### src/rtl/core_pkg.sv
// rtl/core_pkg.sv - shared core types and constants for the fetch path
package core_pkg;

    typedef enum logic [1:0] {
        IFU_IDLE = 2'd0,
        IFU_AR   = 2'd1,
        IFU_R    = 2'd2,
        IFU_OUT  = 2'd3
    } ifu_state_t;

    localparam logic [1:0]  RESP_OKAY = 2'b00;

    // Owned by the PC-update stage; kept here so every stage agrees on it.
    localparam logic [31:0] RESET_PC  = 32'h8000_0000;

endpackage

### src/rtl/ifu_fetch_if.sv
// rtl/ifu_fetch_if.sv - PC request, instruction-memory read and decode handoff signals
interface ifu_fetch_if #(
    parameter int ADDR_W = 32,
    parameter int DATA_W = 32
);
    logic [ADDR_W-1:0] pc_in;
    logic              pc_valid;
    logic              pc_ready;

    logic [ADDR_W-1:0] araddr;
    logic              arvalid;
    logic              arready;
    logic [DATA_W-1:0] rdata;
    logic [1:0]        rresp;
    logic              rvalid;
    logic              rready;

    logic [DATA_W-1:0] inst;
    logic [ADDR_W-1:0] inst_pc;
    logic              inst_fault;
    logic              inst_valid;
    logic              inst_ready;

    // master is the fetch unit's view; slave is the surrounding core/memory view
    modport master (
        input  pc_in, pc_valid, arready, rdata, rresp, rvalid, inst_ready,
        output pc_ready, araddr, arvalid, rready, inst, inst_pc, inst_fault, inst_valid
    );

    modport slave (
        output pc_in, pc_valid, arready, rdata, rresp, rvalid, inst_ready,
        input  pc_ready, araddr, arvalid, rready, inst, inst_pc, inst_fault, inst_valid
    );

endinterface

### src/rtl/ifu_fetch_timeout_cnt.sv
// rtl/ifu_fetch_timeout_cnt.sv - saturating read-response wait counter for the fetch unit
module ifu_timeout_cnt #(
    parameter int LIMIT = 255
) (
    input  logic clk,
    input  logic rst,
    input  logic clr,
    input  logic en,
    output logic expired
);

    localparam int W = $clog2(LIMIT + 1);
    localparam logic [W-1:0] CNT_MAX  = {W{1'b1}};
    localparam logic [W-1:0] CNT_LAST = W'(LIMIT - 1);

    logic [W-1:0] cnt;

    always_ff @(posedge clk or negedge rst) begin
        if (!rst) begin
            cnt <= '0;
        end else if (clr) begin
            cnt <= '0;
        end else if (en && (cnt != CNT_MAX)) begin
            cnt <= cnt + 1'b1;
        end
    end

    // Fires in the last allowed wait cycle so the fault lands exactly LIMIT cycles in.
    assign expired = (cnt >= CNT_LAST);

endmodule

### src/rtl/ifu_fetch.sv
// rtl/ifu_fetch.sv - single-outstanding instruction fetch unit; IFU_ALIGN_CHECK_EN enables misaligned-PC faulting
module ifu_fetch
    import core_pkg::*;
#(
    parameter int ADDR_W      = 32,
    parameter int DATA_W      = 32,
    parameter int TIMEOUT_CYC = 255
) (
    input  logic          clk,
    input  logic          rst,
    ifu_fetch_if.master   bus
);

    ifu_state_t state;
    ifu_state_t state_nxt;

    logic [ADDR_W-1:0] araddr_q;
    logic [ADDR_W-1:0] inst_pc_q;
    logic [DATA_W-1:0] inst_q;
    logic              inst_fault_q;

    logic pc_hs;
    logic ar_hs;
    logic r_take;
    logic r_ok;
    logic expired;
    logic misaligned;

    logic pc_ready_c;
    logic arvalid_c;
    logic rready_c;
    logic inst_valid_c;

`ifdef IFU_ALIGN_CHECK_EN
    assign misaligned = (bus.pc_in[1:0] != 2'b00);
`else
    assign misaligned = 1'b0;
`endif

    assign pc_hs  = (state == IFU_IDLE) && bus.pc_valid;
    assign ar_hs  = (state == IFU_AR)   && bus.arready;
    assign r_take = (state == IFU_R)    && bus.rvalid;
    assign r_ok   = (bus.rresp == RESP_OKAY);

    ifu_timeout_cnt #(
        .LIMIT (TIMEOUT_CYC)
    ) u_timeout (
        .clk     (clk),
        .rst     (rst),
        .clr     (ar_hs),
        .en      ((state == IFU_R) && !bus.rvalid),
        .expired (expired)
    );

    always_ff @(posedge clk or negedge rst) begin
        if (!rst) begin
            state <= IFU_IDLE;
        end else begin
            state <= state_nxt;
        end
    end

    always_comb begin
        state_nxt = state;
        case (state)
            IFU_IDLE: if (bus.pc_valid)             state_nxt = misaligned ? IFU_OUT : IFU_AR;
            IFU_AR:   if (bus.arready)              state_nxt = IFU_R;
            IFU_R:    if (bus.rvalid || expired)    state_nxt = IFU_OUT;
            IFU_OUT:  if (bus.inst_ready)           state_nxt = IFU_IDLE;
            default:                                state_nxt = IFU_IDLE;
        endcase
    end

    always_comb begin
        pc_ready_c   = 1'b0;
        arvalid_c    = 1'b0;
        rready_c     = 1'b0;
        inst_valid_c = 1'b0;
        case (state)
            IFU_IDLE: pc_ready_c   = 1'b1;
            IFU_AR:   arvalid_c    = 1'b1;
            IFU_R:    rready_c     = 1'b1;
            IFU_OUT:  inst_valid_c = 1'b1;
            default:  pc_ready_c   = 1'b0;
        endcase
    end

    // Response data takes priority over a timeout landing in the same cycle.
    always_ff @(posedge clk or negedge rst) begin
        if (!rst) begin
            araddr_q     <= '0;
            inst_pc_q    <= '0;
            inst_q       <= '0;
            inst_fault_q <= 1'b0;
        end else begin
            if (pc_hs) begin
                inst_pc_q <= bus.pc_in;
                if (misaligned) begin
                    inst_q       <= '0;
                    inst_fault_q <= 1'b1;
                end else begin
                    araddr_q <= bus.pc_in;
                end
            end
            if (r_take) begin
                inst_q       <= r_ok ? bus.rdata : '0;
                inst_fault_q <= !r_ok;
            end else if ((state == IFU_R) && expired) begin
                inst_q       <= '0;
                inst_fault_q <= 1'b1;
            end
        end
    end

    assign bus.pc_ready   = pc_ready_c;
    assign bus.araddr     = araddr_q;
    assign bus.arvalid    = arvalid_c;
    assign bus.rready     = rready_c;
    assign bus.inst       = inst_q;
    assign bus.inst_pc    = inst_pc_q;
    assign bus.inst_fault = inst_fault_q;
    assign bus.inst_valid = inst_valid_c;

endmodule

### src/flat_wrapper.sv
// flat-port wrapper written by rule: the top's interface ports become plain ports
module ifu_fetch_flat import core_pkg::*;
#(
    parameter int ADDR_W      = 32,
    parameter int DATA_W      = 32,
    parameter int TIMEOUT_CYC = 255
)
  (clk, rst, bus_pc_in, bus_pc_valid, bus_arready, bus_rdata, bus_rresp, bus_rvalid, bus_inst_ready, bus_pc_ready, bus_araddr, bus_arvalid, bus_rready, bus_inst, bus_inst_pc, bus_inst_fault, bus_inst_valid);
  ifu_fetch_if #(.ADDR_W(ADDR_W), .DATA_W(DATA_W)) bus_i ();
  input  logic clk;
  input  logic rst;
  input wire logic [$bits(bus_i.pc_in)-1:0] bus_pc_in;
  input wire logic [$bits(bus_i.pc_valid)-1:0] bus_pc_valid;
  input wire logic [$bits(bus_i.arready)-1:0] bus_arready;
  input wire logic [$bits(bus_i.rdata)-1:0] bus_rdata;
  input wire logic [$bits(bus_i.rresp)-1:0] bus_rresp;
  input wire logic [$bits(bus_i.rvalid)-1:0] bus_rvalid;
  input wire logic [$bits(bus_i.inst_ready)-1:0] bus_inst_ready;
  output wire logic [$bits(bus_i.pc_ready)-1:0] bus_pc_ready;
  output wire logic [$bits(bus_i.araddr)-1:0] bus_araddr;
  output wire logic [$bits(bus_i.arvalid)-1:0] bus_arvalid;
  output wire logic [$bits(bus_i.rready)-1:0] bus_rready;
  output wire logic [$bits(bus_i.inst)-1:0] bus_inst;
  output wire logic [$bits(bus_i.inst_pc)-1:0] bus_inst_pc;
  output wire logic [$bits(bus_i.inst_fault)-1:0] bus_inst_fault;
  output wire logic [$bits(bus_i.inst_valid)-1:0] bus_inst_valid;
  assign bus_i.pc_in = bus_pc_in;
  assign bus_i.pc_valid = bus_pc_valid;
  assign bus_i.arready = bus_arready;
  assign bus_i.rdata = bus_rdata;
  assign bus_i.rresp = bus_rresp;
  assign bus_i.rvalid = bus_rvalid;
  assign bus_i.inst_ready = bus_inst_ready;
  assign bus_pc_ready = bus_i.pc_ready;
  assign bus_araddr = bus_i.araddr;
  assign bus_arvalid = bus_i.arvalid;
  assign bus_rready = bus_i.rready;
  assign bus_inst = bus_i.inst;
  assign bus_inst_pc = bus_i.inst_pc;
  assign bus_inst_fault = bus_i.inst_fault;
  assign bus_inst_valid = bus_i.inst_valid;
  ifu_fetch #(.ADDR_W(ADDR_W), .DATA_W(DATA_W), .TIMEOUT_CYC(TIMEOUT_CYC)) u_core (.clk(clk), .rst(rst), .bus(bus_i));
endmodule
### config.mk
export PLATFORM = sky130hd
export DESIGN_NAME = ifu_fetch_flat
export DESIGN_NICKNAME = d
export VERILOG_FILES = /design/src/rtl/core_pkg.sv /design/src/rtl/ifu_fetch_if.sv /design/src/rtl/ifu_fetch_timeout_cnt.sv /design/src/rtl/ifu_fetch.sv /design/src/flat_wrapper.sv
export SDC_FILE = /design/constraint.sdc
export NUM_CORES = 1
export LEC_CHECK = 0
export BUFFER_PORTS_ARGS = -buffer_cell sky130_fd_sc_hd__clkbuf_2
export CORE_MARGIN = 2
export CORE_UTILIZATION = 40
export DETAILED_ROUTE_END_ITERATION = 10
export PLACE_DENSITY = 0.73
export SETUP_SLACK_MARGIN = 0.1
export SYNTH_ARGS = -nofsm -noshare
export SYNTH_HDL_FRONTEND = slang
export SYNTH_SLANG_ARGS = --single-unit
### constraint.sdc
create_clock -name clk -period 1.6 [get_ports clk]
set_input_delay 0.16 -clock clk [delete_from_list [all_inputs] [get_ports clk]]
set_output_delay 0.16 -clock clk [all_outputs]
set_load 0.1 [all_outputs]
After elaboration in Yosys (flattened, before gate mapping)
Cells that the tools add are included.
{ "word_totals": {"wordCells": 45, "output_inout_bits": 101, "reg_bits": 75, "inputBits": 72} }
{ "op_classes": {"add_sub_neg": 1, "n_eq_ne": 8, "n_reduce_logical": 14, "muxes": 16, "order_cmp": 1} }
{ "ops": {"columns": ["op", "count"], "rows": [
  ["32-bit 2-to-1 mux", 3],
  ["8-bit 2-to-1 mux", 2],
  ["8-bit by 1-bit adder with 8-bit output (second input constant)", 1],
  ["8-bit >= comparator (second input constant)", 1],
  ["2-bit 2-to-1 mux", 4],
  ["8-bit != test (second input constant)", 1],
  ["2-bit case mux with 4 select lines", 1],
  ["1-bit logical AND", 6],
  ["1-bit 2-to-1 mux", 6],
  ["2-bit != test (second input constant)", 3],
  ["2-bit == test (second input constant)", 2],
  ["2-bit logical NOT", 2],
  ["4-bit AND reduction", 1],
  ["2-bit nonzero test", 2],
  ["2-bit by 1-bit == test with 1-bit output (second input constant)", 1],
  ["1-bit logical NOT", 2],
  ["2-bit by 1-bit != test with 1-bit output (second input constant)", 1],
  ["1-bit logical OR", 1]
]} }

Depth between registers and ports, before layout
Gate-level depths: netlist of the first run.
{ "logic_depth": {"ltp_word": 5, "depth_mapped": 7, "mapped_depth_nobuf": 5} }

Cells and area by module
From an unflattened synthesis of the first run, not the netlist that was laid out.
{ "hier_totals": {"hier_cells": 248, "hier_area_um2": 3285.7} }
{ "by_module_without_submodules": {"columns": ["module", "instances", "area_per_inst_um2", "seq_area_each_um2", "cells_each"], "rows": [
  ["ifu_fetch", 1, 2792.7, 1676.6, 196],
  ["ifu_timeout_cnt", 1, 493.0, 200.2, 52]
]} }

Worst setup path before layout of the first run
No wires, ideal clock.
{ "synth_path": {"path_kind": "register to register", "from": "register u_core.state[0]", "to": "register u_core.inst_q[15] (netlist: u_core.bus.inst[15])", "synth_period_minus_slack_ns": 2.372, "t_arrival_ns": 2.252, "path_slack_ns": -0.772, "path_buffers": 2, "stages_incl_launch_ff": 8, "cell_sequence": "dfrtp_1 -> inv_1 -> ha_1 -> buf_2 -> buf_2 -> and2b_1 -> a21oi_1 -> a21bo_1"} }
{ "synth_via": {"elab_chain_len": 3, "word_cells_on_any_way": 5, "classes_between": "eq/ne (1); mux (1); reduce/logical (3)"} }
{ "synth_rtl": {"columns": ["item", "line", "text"], "rows": [
  ["start: declaration", "ifu_fetch.sv:14", "ifu_state_t state;"],
  ["start signal: assignment", "ifu_fetch.sv:59", "state <= state_nxt;"],
  ["2-bit == test *", "ifu_fetch.sv:42, ifu_fetch.sv:108", null],
  ["1-bit logical AND (on tied branches)", "ifu_fetch.sv:42, ifu_fetch.sv:108", null],
  ["32-bit 2-to-1 mux or 2-bit nonzero test (tied branches)", null, null],
  ["end signal: assignment", "ifu_fetch.sv:106", "inst_q <= r_ok ? bus.rdata : '0;"],
  ["end: declaration", "ifu_fetch.sv:19", "logic [DATA_W-1:0] inst_q;"]
]} }
Every way passes the cells marked *; elsewhere a longest branch is shown, timed or not.
A chain may end at the register's enable or synchronous reset.

Worst setup path after layout of the first run
{ "layout_path": {"from": "register u_core.state[1]", "to": "register u_core.inst_q[28] (netlist: u_core.bus.inst[28])"} }
The elaborated chain is that of the path after synthesis.

==> results of run 1 <==
## timing repair
action	4_1_cts	5_1_grt
hold buffers	1	0
resized for setup	8	34
endpoints found under the setup margin	53	71
pin swaps	1	13
gates cloned	1	4
endpoints found under the hold margin	26	0
setup buffers	6	2
## area by class of cell
cell class | instances | area (um^2) | area share, %
Multi-Input combinational cell | 191 | 1843 | 34.43
Clock buffer | 10 | 127.6 | 2.384
Clock inverter | 6 | 63.81 | 1.192
Sequential cell | 75 | 1878 | 35.09
Tap cell | 129 | 161.4 | 3.015
Timing Repair Buffer | 199 | 1267 | 23.68
Inverter | 3 | 11.26 | 0.2104
## cell usage in the layout (no fill, tap or decap), types with 3 or more instances in the layout
| cell | n |
|---|---|
| ha_4 | 3 |
| mux2_4 | 30 |
| a31oi_1 | 4 |
| a21oi_2 | 26 |
| nand2b_1 | 5 |
| a21oi_1 | 10 |
| a21bo_1 | 32 |
| dfrtp_1 | 74 |
| buf_4 | 12 |
| nand2_1 | 7 |
| clkbuf_8 | 9 |
| buf_12 | 6 |
| nor2b_1 | 9 |
| clkbuf_16 | 3 |
| buf_6 | 7 |
| and2b_1 | 25 |
| clkbuf_2 | 167 |
## per-layer routing
metal  GRT usage (%)  up-vias  wire [um]
li1                -     1403          -
met1           22.46     1496       4331
met2           29.35       79       5029
met3           3.313       14        361
met4           6.445        0        154
met5               0        -          0
## metrics by stage
step	std cells	utilization [%]	hold WS (ns)	TNS, ns
finish	613	57.93	0.03896	0
global route	613	57.93	0.02562	-0.001355
CTS	607	55.44	0.02235	0
detailed placement	583	52.12	0.1155	0
global placement	583	52.12	0.1128	0
floorplan	317	-	-0.1356	-2.539
## state kept, by name, summed over array words and instances (netlist names)
signal                 flops
u_core.bus.inst           32
u_core.u_timeout.cnt       8
u_core.bus.inst_pc        32
u_core.state               2
u_core.bus.inst_fault      1
## worst paths after layout
check / startpoint / endpoint / slack (ns) / cells after the start
max: u_core.state[1] / u_core.bus.inst[28] / 0.08 / 5
min: bus_pc_in[17] / u_core.bus.inst_pc[17] / 0.04 / 2
max reg2reg: u_core.state[1] / u_core.bus.inst[28] / 0.08 / 5
min reg2reg: u_core.bus.inst[3] / u_core.bus.inst[3] / 0.50 / 1
max in group asynchronous: rst / u_core.bus.inst[24] / 0.77 / 3
min in group asynchronous: rst / u_core.bus.inst[0] / 0.28 / 2
## kinds of logic after synthesis
group	Yosys count	share of synthesized area (%)
AOI/OAI and AO/OA	85	16.85
DFF	75	49.26
and+or+nand+nor	66	11.79
buffers and inverters	51	10.15
muxes	34	9.983
adders and majority gates	6	1.970
## cell usage after synthesis (2+ instances only)
library cell  number  area (um^2)
nand2_1            8        30.03
a21bo_1           32        320.3
nand3_1            2        10.01
and2b_1           25        187.7
mux2_2             2        22.52
buf_6              9        101.4
nor3_1             2        10.01
nor2b_1            9        56.30
ha_1               6        75.07
a311oi_1           2        17.52
buf_4             32        240.2
a211oi_1           3        22.52
dfrtp_1           75         1877
buf_2              6        30.03
a21oi_1           36        180.2
mux2_1            30        337.8
nand2b_1           5        31.28
inv_1              3        11.26
mux2i_1            2        20.02
and2_1             2        12.51
a31oi_1            4        25.02
==> reports/qor.csv, run 1 <==
stage,metric,value,unit
clock_network,cts_tree,done,
timing,final_hold_viol_count,0,
layout,drive_above_1_share,60.12,%
status,outcome,finished clean,
layout,finalNetCount,557,
floorplan,io_pins,173,
global_routing,grt_remaining_overflow,0,
worst_setup_path,cp-start-kind,flip-flop,
place,postPlaceCellArea,4816,um^2
synth,synth.avg_cell_area,12.02,um^2
synth,synth-edff-count,0,
clock_network,clock_latency,0.35,ns
global_routing,grt_pass1_vias,2896,
floorplan,fp.dieH,101.6,um
detailed_routing,wl_per_cell,16.11,um
timing,worst_slew_pin_slew,0.5579,ns
synth,ys_async_sr_fraction,100.0,%
synth,ys_warn_count,0,
detailed_routing,vias_per_cell,4.881,
clock_network,numCtsBuffers,9,
worst_setup_path,critPathMaxFanout,14,
layout,postLayoutCellArea,5353,um^2
synth,synth_fp_nets,395,
layout,fill_cells,767,
worst_setup_path,crit_path_end_kind,flip-flop,
clock_network,clock_sinks,75,
synth,ys_types,43,
worst_setup_path,critPathTopFamily,flip-flops,
place,port_buffers,172,
layout,syn_to_final_growth,40.49,%
worst_setup_path,required,1.84,ns
worst_setup_path,slowest_delay,0.44,ns
clock_network,cts.htree.levels,3,
worst_setup_path,crit_buf_inv,1,
layout,insertedDiodeCount,0,
detailed_routing,drt_wl_total,9877,um
floorplan,core.rowCount,35,
synth,synth-seq-cells,75,
synth,ys_seq_area_share,49.26,%
global_routing,grt_pass1_wl,14220,um
worst_setup_path,arrival,1.76,ns
job,cap_violations,0,
timing,relSlewSlack,62.97,%
timing,finalWorstSetupSlack,0.08461,ns
synth,netlist_instances,317,
worst_setup_path,slowest_stage,dfrtp_1,
global_routing,grt.total_usage,17.48,%
hold_path,hold_class,in -> reg,
synth,syn_area,3810,um^2
timing,drv_slew,0,
place,gp_congestion,0.7998,
floorplan,die-width,101.6,um
clock_network,clockBufferDepth,2,
place,pre_cts_slack,0.02269,ns
timing,grt_setup_unrepaired,true,
detailed_routing,vias,2992,
clock_network,cts_root_buf,clkbuf_8,
synth,ys.flop_type,dfrtp_1,
timing,fmax,659.9,MHz
detailed_routing,ant_nets,0,
timing,layout_min_cycle_time,1.515,ns
floorplan,die_area,10320,um^2
global_routing,grt_start_max_net_pins,35,
floorplan,start_util,41.23,%
clock_network,clk_pin_slew,0.09,ns
detailed_routing,route.detailed.drc,0,
worst_setup_path,cp_cell_sequence,"ha_4, and4bb_4, buf_12, a21oi_1, a21bo_1",
timing,skew,0.01572,ns
floorplan,core-area,9240,um^2
detailed_routing,first_iter_violations,115,
timing,fin_crit_sh,94.71,%
detailed_routing,first_pass_iters,4,
timing,finalSetupViolCount,0,
worst_setup_path,crit_type,reg -> reg,
global_routing,antenna_found_initial,0,
place,dpl.hpwl,6778,um
Power of run 1 is not shown: default switching activity piles up to over one toggle a cycle in this logic, so the estimate is an artifact.
==> inputs of run 2 (changes only) <==
--- a/config.mk
+++ b/config.mk
@@ -9,7 +9,8 @@
 export CORE_MARGIN = 2
 export CORE_UTILIZATION = 40
 export DETAILED_ROUTE_END_ITERATION = 10
-export PLACE_DENSITY = 0.73
+export PLACE_DENSITY_LB_ADDON = 0.12
+export RECOVER_POWER = 100
 export SETUP_SLACK_MARGIN = 0.1
 export SYNTH_ARGS = -nofsm -noshare
 export SYNTH_HDL_FRONTEND = slang
==> reports/qor.csv, run 2 (same netlist as run 1, synthesis figures left out) <==
stage,metric,value,unit,change
detailed_routing,route.detailed.drc,0,,unchanged
clock_network,clock_latency,0.35,ns,about the same
worst_setup_path,crit_type,reg -> reg,,
global_routing,grt_pass1_wl,14270,um,+0.34%
place,dpl.hpwl,6339,um,-6.5%
worst_setup_path,crit_path_end_kind,flip-flop,,
layout,instances_no_fill,621,,+1.3%
layout,mostFrequentLayoutCell,clkbuf_2,,
layout,finalNetCount,565,,+1.4%
worst_setup_path,crit_start,u_core.u_timeout.cnt[1],,
timing,drv_slew,0,,unchanged
detailed_routing,first_iter_violations,100,,-13%
floorplan,fp.dieH,101.6,um,unchanged
global_routing,grt_pass1_vias,2795,,-3.5%
timing,layout_min_cycle_time,1.598,ns,+0.08268 ns
timing,final_hold_viol_count,0,,unchanged
clock_network,cts_tree,done,,
detailed_routing,ant_nets,0,,unchanged
hold_path,min_from,bus_pc_in[2],,
worst_setup_path,arrival,1.89,ns,+0.13 ns
global_routing,busiest_layer,met2,,
layout,syn_to_final_growth,43.15,%,
detailed_routing,drt_wl_total,9833,um,-0.45%
worst_setup_path,cp-start-kind,flip-flop,,
timing,skew,0.01267,ns,-0.003048 ns
timing,grt_setup_unrepaired,true,,
floorplan,die_area,10320,um^2,unchanged
clock_network,clock_sinks,75,,unchanged
place,place_inst,582,,-0.17%
global_routing,grt.total_usage,17.73,%,+0.24 points
floorplan,core-area,9240,um^2,unchanged
timing,relSlewSlack,43.65,%,-19 points
timing,finalSetupViolCount,0,,unchanged
clock_network,numCtsBuffers,9,,unchanged
job,cap_violations,0,,unchanged
clock_network,cts.htree.levels,3,,unchanged
worst_setup_path,reg2reg_depth,5,,unchanged
worst_setup_path,required,1.89,ns,+0.05 ns
place,gp_congestion,0.7730,,-3.4%
status,outcome,finished clean,,
timing,fmax,625.8,MHz,-5.2%
place,port_buffers,172,,unchanged
floorplan,die-width,101.6,um,unchanged
layout,insertedDiodeCount,0,,unchanged
timing,setup_tns,0,ns,unchanged
timing,fin_crit_sh,99.88,%,+5.2 points
worst_setup_path,critPathMaxFanout,16,,+2
floorplan,io_pins,173,,unchanged
global_routing,grt_start_max_net_pins,41,,+17%
detailed_routing,vias_per_cell,4.833,,-0.99%
layout,final_cell_mix,"clkbuf_2, dfrtp_1, a21bo_1, mux2_4, and2b_1",,
global_routing,met1_usage,23.57,%,+1.1 points
global_routing,antenna_found_initial,0,,unchanged
clock_network,clk_pin_slew,0.10,ns,about the same
hold_path,hold_class,in -> reg,,
detailed_routing,wl_per_cell,15.83,um,-1.7%
layout,postLayoutCellArea,5454,um^2,+1.9%
detailed_routing,first_pass_iters,4,,unchanged
clock_network,clockBufferDepth,2,,unchanged
place,postPlaceCellArea,4858,um^2,+0.88%
clock_network,cts_root_buf,clkbuf_8,,
floorplan,core.rowCount,35,,unchanged
global_routing,grt_util_met3,2.899,%,-0.41 points
floorplan,start_util,41.23,%,unchanged
global_routing,grt_remaining_overflow,0,,unchanged
hold_path,hold_depth,2,,unchanged
timing,worst_slew_pin_slew,0.8453,ns,+0.2874 ns
detailed_routing,vias,3001,,+0.30%
global_routing,gr-usage-met2,29.91,%,+0.56 points
layout,drive_above_1_share,58.94,%,-1.2 points
worst_setup_path,timing.rr.start,u_core.u_timeout.cnt[1],,
-- run 2: worst max-delay path, cell delays in order, from the launching register on --
cell	delay (ns)
dfrtp_1	0.42
ha_2	0.18
or2_4	0.25
a31oi_4	0.32
clkbuf_16	0.25
a21bo_1	0.11
-- run 2: area by class of cell --
class / count / area (um^2)
clock buffers: 10 / 137.6
clock inverters: 6 / 47.55
fillers: 797 / 3786
inverters: 3 / 11.26
multi-input cells: 191 / 1800
flip-flops and latches: 75 / 1877
well taps: 129 / 161.4
repair buffers: 207 / 1419
-- run 2: per-stage QoR --
stage / hold slack (ns) / setup slack [ns] / utilization (%)
2_1_floorplan: -0.1356 / -0.1079 / -
3_3_place_gp: 0.02563 / 0.09891 / 52.58
3_5_place_dp: 0.02648 / 0.06165 / 52.58
4_1_cts: 0.02588 / 0.05621 / 56.66
5_1_grt: 0.02824 / -0.05079 / 59.03
6_report: 0.03766 / 0.001935 / 59.03
-- run 2: final timing paths --
check	endpoint	slack (ns)
setup / recovery	u_core.bus.inst[31]	0.002
hold / removal	u_core.bus.inst_pc[2]	0.04
setup reg to reg	u_core.bus.inst[31]	0.002
hold reg to reg	u_core.bus.inst[6]	0.50
max in group asynchronous	u_core.state[0]	0.24
min in group asynchronous	u_core.bus.inst[20]	0.41
-- run 2: timing repair --
| action | CTS | global route |
|---|---|---|
| buffers inserted | 7 | 10 |
| hold endpoints to repair | 65 | 0 |
| gates resized for setup | 7 | 20 |
| pin swaps | 2 | 10 |
| cloned | 2 | 3 |
| endpoints found under the setup margin | 36 | 45 |
| hold buffers | 1 | 0 |
-- run 2: layer usage --
metal  vias to the layer above  wire length, um
li1                       1421                -
met1                      1493             4373
met2                        78             4984
met3                         9              374
met4                         0              100
met5                         -                0
Power of run 2 is left out for the same reason.
